==> src/rtl/pwm_audio_mc.sv <==
// ---------------------------------------------------------------------------
// pwm_audio_mc
//
// Multi-channel audio PWM output stage with double-buffered sample intake.
// One frame (one sample per channel) is accepted per PWM period through a
// valid/ready handshake. Frames are parked in a pending buffer and moved
// into the active buffer atomically at the period boundary, so every
// channel changes duty on the same clock.
//
// PWM period P = 2^WIDTH - 1 clocks. The counter runs 0..P-1, and the
// boundary cycle is the one with count == P-1.
//
// Optional feature macro: PWM_AUDIO_SD_EN
//   When defined, the mode input selects first-order sigma-delta
//   modulation (mode = 1) instead of PWM (mode = 0). The mode is sampled
//   at each boundary. When undefined, mode is ignored and only PWM exists.
//
// Ports
//   clk           system clock
//   rst           synchronous, active-high reset
//   sample_data   CHANNELS*WIDTH, channel c at [c*WIDTH +: WIDTH], unsigned
//   sample_valid  upstream presents a frame on sample_data
//   sample_ready  pending buffer can take a frame
//   mode          0 = PWM, 1 = sigma-delta (PWM_AUDIO_SD_EN builds only)
//   pwm           CHANNELS registered audio outputs
//   frame_start   one-cycle pulse, first cycle of each new period
//   underrun      one-cycle pulse with frame_start when no frame arrived
// ---------------------------------------------------------------------------
module pwm_audio_mc #(
    parameter int WIDTH    = 12,
    parameter int CHANNELS = 2
) (
    input  logic                      clk,
    input  logic                      rst,
    input  logic [CHANNELS*WIDTH-1:0] sample_data,
    input  logic                      sample_valid,
    output logic                      sample_ready,
    input  logic                      mode,
    output logic [CHANNELS-1:0]       pwm,
    output logic                      frame_start,
    output logic                      underrun
);

    // Last count value of a period: 2^WIDTH - 2 (all ones except the LSB).
    localparam logic [WIDTH-1:0] COUNT_LAST = {{(WIDTH-1){1'b1}}, 1'b0};

    logic [WIDTH-1:0]    count;
    logic [WIDTH-1:0]    pending [CHANNELS];
    logic [WIDTH-1:0]    active  [CHANNELS];
    logic                pending_full;
    logic                boundary;
    logic                handshake;
    logic [CHANNELS-1:0] pwm_next;

    assign boundary     = (count == COUNT_LAST);
    assign sample_ready = !pending_full && !rst;
    assign handshake    = sample_valid && sample_ready;

    // Period counter, buffer hand-over and status pulses.
    always_ff @(posedge clk) begin
        // NOTE: sequential state uses non-blocking assignments so every
        // register samples the pre-edge values, regardless of statement order.
        if (rst) begin
            count        <= '0;
            pending_full <= 1'b0;
            frame_start  <= 1'b0;
            underrun     <= 1'b0;
            pwm          <= '0;
            for (int c = 0; c < CHANNELS; c++) begin
                active[c] <= '0;
            end
        end else begin
            count       <= boundary ? '0 : count + 1'b1;
            frame_start <= boundary;
            // A boundary with neither a parked frame nor a live handshake
            // leaves the previous frame playing and flags it upstream.
            underrun    <= boundary && !pending_full && !handshake;
            pwm         <= pwm_next;

            if (boundary) begin
                // sample_ready is low whenever pending is full, so the two
                // branches below can never both want to load active.
                if (pending_full) begin
                    pending_full <= 1'b0;
                    for (int c = 0; c < CHANNELS; c++) begin
                        active[c] <= pending[c];
                    end
                end else if (handshake) begin
                    // Frame arriving exactly on the boundary bypasses pending.
                    for (int c = 0; c < CHANNELS; c++) begin
                        active[c] <= sample_data[c*WIDTH +: WIDTH];
                    end
                end
            end else if (handshake) begin
                pending_full <= 1'b1;
            end
        end
    end

    // Pending sample storage. Its contents are only ever read when
    // pending_full is set, so the data itself needs no reset.
    always_ff @(posedge clk) begin
        // NOTE: data buffers guarded by a valid flag are left unreset; only
        // the flag is reset, which keeps reset fan-out off the datapath.
        if (handshake && !boundary) begin
            for (int c = 0; c < CHANNELS; c++) begin
                pending[c] <= sample_data[c*WIDTH +: WIDTH];
            end
        end
    end

`ifdef PWM_AUDIO_SD_EN
    // Sigma-delta path. acc holds the WIDTH-bit residue; the carry out of
    // each addition (bit WIDTH of the sum) is the output pulse and is held
    // in the pwm register rather than in acc.
    logic             mode_q;
    logic [WIDTH-1:0] acc     [CHANNELS];
    logic [WIDTH:0]   acc_sum [CHANNELS];

    always_comb begin
        for (int c = 0; c < CHANNELS; c++) begin
            acc_sum[c] = {1'b0, acc[c]} + {1'b0, active[c]};
        end
    end

    always_ff @(posedge clk) begin
        if (rst) begin
            mode_q <= 1'b0;
            for (int c = 0; c < CHANNELS; c++) begin
                acc[c] <= '0;
            end
        end else begin
            if (boundary) begin
                mode_q <= mode;
            end
            for (int c = 0; c < CHANNELS; c++) begin
                // Restart the modulator cleanly whenever the mode flips.
                if (boundary && (mode != mode_q)) begin
                    acc[c] <= '0;
                end else if (mode_q) begin
                    acc[c] <= acc_sum[c][WIDTH-1:0];
                end
            end
        end
    end

    always_comb begin
        // NOTE: default assignment first so no path through the block
        // leaves pwm_next unassigned, which would infer a latch.
        pwm_next = '0;
        for (int c = 0; c < CHANNELS; c++) begin
            pwm_next[c] = mode_q ? acc_sum[c][WIDTH] : (count < active[c]);
        end
    end
`else
    // PWM-only build: mode has no effect.
    logic unused_mode;
    assign unused_mode = mode;

    always_comb begin
        pwm_next = '0;
        for (int c = 0; c < CHANNELS; c++) begin
            pwm_next[c] = (count < active[c]);
        end
    end
`endif

endmodule

==> config.mk <==
export PLATFORM = sky130hd
export DESIGN_NAME = pwm_audio_mc
export DESIGN_NICKNAME = d
export VERILOG_FILES = /design/src/rtl/pwm_audio_mc.sv
export SDC_FILE = /design/constraint.sdc
export NUM_CORES = 1
export LEC_CHECK = 0
export ABC_AREA = 1
export BUFFER_PORTS_ARGS = -buffer_cell sky130_fd_sc_hd__buf_4
export CORE_UTILIZATION = 25
export CTS_CLUSTER_DIAMETER = 40
export DETAILED_ROUTE_END_ITERATION = 8
export PLACE_DENSITY = 0.48
export SYNTH_ARGS = -nofsm -noshare
export SYNTH_HDL_FRONTEND = slang
export SYNTH_SLANG_ARGS = --single-unit
==> constraint.sdc <==
create_clock -name clk -period 2.7 [get_ports clk]
set_input_delay 0.27 -clock clk [delete_from_list [all_inputs] [get_ports clk]]
set_output_delay 0.27 -clock clk [all_outputs]
set_load 0.005 [all_outputs]
==> qor.csv <==
metric,value,unit
simple_gate_portion_of_the_synthesized_area,23.4,%
maxUsedRoutingLayer,met4,
multiInputGateArea,1230,µm²
power_density,566,nW/µm²
die_width,117,µm
main_combinational_cell_family_by_area_after_synthesis,simple AND/OR/NAND/NOR gates,
synth_cell_types,26,
p_leak,1.82,nW
worst_hold_path.endpoint,pending[0][12],
synth-adder-area-share,9.08,%
clk_root_buffer_cell,sky130_fd_sc_hd__clkbuf_16,
post_drt_via_cell_ratio,3.94,
result_of_the_run,completed,
cts-buffers-inserted,9,
final_period_minus_worst_setup_slack,1920,ps
max-clock-path-buffers,2,
htreeDepth,3,
routed_wl,5860,µm
globalRouteTotalUtil,9.87,%
drc_errors,0,
synth.ff_latch_count,65,
finalSetupTns,0,ps
cts.reportedPaths.clkPinSlew,50,ps
initial_core_util,25.9,%
final.fill_count,1343,
fin_worst_skew,3.82,ps
max-slew-margin-rel,66.1,%
detailedRoute.firstIterationViolations,90,
finalSetupViolCount,0,
holdCritPathClass,input pin to register,
post_synth_mux_area_share,0,%
io_pins,33,
complex_gate_fraction_of_the_synthesized_area,3.44,%
final_slew_violations,0,
port_buffers,31,
post_drt_wl_per_cell,10.0,µm
tightest_slew,506,ps
wl_met3,221,µm
worstHoldPathCells,1,
rows,41,
period_share,71.0,%
maxClockFrequency,0.521,GHz
yosysSeqAreaShare,53.9,%
timing.critical_path.from_type,register,
number_of_global_route_vias_before_repair,2198,
antenna_found_initial,0,
layout_common_cells,"sky130_fd_sc_hd__nand2_1, sky130_fd_sc_hd__inv_1, sky130_fd_sc_hd__edfxtp_1",
mostFrequentLayoutCell,sky130_fd_sc_hd__nand2_1,
detailed_place_hpwl,4180,µm
dieHeight,117,µm
post_cts_resize_count,0,
synth_warnings,0,
placement.cell_area,3750,µm²
maxCapViolations,0,
clk_latency,330,ps
holdWs,123,ps
crit-reg2reg-capture,active[0][1],
die_area,13700,µm²
maximum_number_of_pins_on_one_net_before_global_route_repair,49,
area_growth,21.1,%
tritoncts,done,
cts_post_setup_buffers_inserted,0,
timing.reg2reg.worst_path_depth,10,
final_hold_viol_count,0,
ir_drop,0.311,mV
path_max_fanout,48,
route.vias.total,2302,
placeableCoreArea,12800,µm²
wire_length_on_met1,2640,µm
arrival,2000,ps
layout-drive-gt1-share,14.6,%
holdCritStartpoint,sample_data[12],
critical_path_required,2780,ps
post_synth.cell_area_avg,8.98,µm²
r2r-start,count[0],
instance_count_of_the_mapped_netlist,368,
global_route_wire_length_before_repair,10000,µm
syn-num-nets,420,
ctsHoldBuffers,0,
critPathCaptureType,register,
rsz_0062_raised_after_global_routing,false,
insertedDiodeCount,0,
seq_area,1780,µm²
drt_pass1_iterations,4,
routed-wl-met2,2890,µm
timing.reg2reg.setup_slack,780,ps
drt.antenna.violating_nets,0,
globalRouteOverflowTotal,0,
routabilityCongestion,0.714,
p_total,2.27,mW
cts_sinks,65,
layout.nets,459,
path_class,register to register,
synth_area,3310,µm²
synthXorXnorAreaFrac,1.06,%
postLayoutCellArea,4000,µm²
per-stage QoR:
step                      setup slack (ps)  utilization [%]  std cells
final                                  782             31.3        584
after global routing                   525             31.3        584
after CTS                              735             31.3        584
after detailed placement               745             29.3        568
after global placement                 782             29.3        568
after floorplan                       16.5                -        368
per-layer routing:
metal / global-route usage, % / up-vias
li1: - / 1229
met1: 11.1 / 1038
met2: 16.8 / 28
met3: 3.19 / 7
met4: 4.98 / 0
met5: 0 / -
synth_stat cells:
cell,count,area [µm²]
sky130_fd_sc_hd__nor4_1,1,6.26
sky130_fd_sc_hd__inv_1,63,236
sky130_fd_sc_hd__nand2_2,3,18.8
sky130_fd_sc_hd__o21ai_0,1,5.00
sky130_fd_sc_hd__nor3_1,5,25.0
sky130_fd_sc_hd__nand3_1,7,35.0
sky130_fd_sc_hd__a21oi_1,13,65.1
sky130_fd_sc_hd__ha_1,24,300
sky130_fd_sc_hd__nor3_4,1,16.3
sky130_fd_sc_hd__nand4_1,1,6.26
sky130_fd_sc_hd__nand2_1,113,424
sky130_fd_sc_hd__buf_6,3,33.8
sky130_fd_sc_hd__o21bai_1,3,22.5
sky130_fd_sc_hd__nor2_4,3,33.8
sky130_fd_sc_hd__xor2_1,1,8.76
sky130_fd_sc_hd__a21boi_0,2,15.0
sky130_fd_sc_hd__nor2_2,1,6.26
sky130_fd_sc_hd__o22ai_1,1,6.26
sky130_fd_sc_hd__buf_4,2,15.0
sky130_fd_sc_hd__xnor2_1,3,26.3
sky130_fd_sc_hd__or2_2,2,12.5
sky130_fd_sc_hd__nand3_4,1,17.5
sky130_fd_sc_hd__edfxtp_1,48,1440
sky130_fd_sc_hd__dfxtp_1,17,340
sky130_fd_sc_hd__nor2_1,46,173
sky130_fd_sc_hd__buf_2,3,15.0
registers in the layout, summed over array words and instances, names as in the netlist:
signal	flops
pending	24
pending_full	1
pwm	2
count	12
frame_start	1
active	24
underrun	1
power breakdown:
group,leakage (nW),total (mW),internal (mW),switching [mW]
clock network,0.124,1.01,0.610,0.397
registers,0.599,1.13,1.11,0.0138
logic,1.10,0.133,0.0614,0.0714
total,1.82,2.27,1.78,0.482
final cells by class:
type	instances	area share, %
clock buffer	11	5.81
inverter	63	5.91
multi-input combinational	232	30.7
sequential	65	44.5
timing repair buffer	36	7.06
tap	172	5.37
clock inverter	5	0.625
how the worst max path moves through the flow:
stage | start | to | slack (ps) | cells past startpoint
after floorplan | count[0] | active[0][0] | 20 | 8
after global placement | count[0] | active[0][4] | 780 | 10
after detailed placement | count[1] | active[0][9] | 740 | 9
after CTS | count[1] | active[0][1] | 730 | 9
after global routing | count[1] | active[0][23] | 530 | 9
final | count[0] | active[0][1] | 780 | 10
critical path: stages (launching register included):
cell and delay, ps:
sky130_fd_sc_hd__dfxtp_1 320, sky130_fd_sc_hd__inv_1 110, sky130_fd_sc_hd__ha_1 160, sky130_fd_sc_hd__nand2_1 40
sky130_fd_sc_hd__nor2_1 160, sky130_fd_sc_hd__nand3_4 170, sky130_fd_sc_hd__nor2_4 100, sky130_fd_sc_hd__buf_4 400
sky130_fd_sc_hd__nor2_1 70, sky130_fd_sc_hd__nand2_1 70, sky130_fd_sc_hd__nand2_1 50
cell families after synthesis:
kind of cell | count (synthesis)
AO/OA/AOI/OAI | 20
XOR/XNOR | 4
adder cells (fa/ha/maj) | 24
buffers and inverters | 71
flip-flops | 65
AND/OR/NAND/NOR | 184
(Power assumes the default switching activity.)
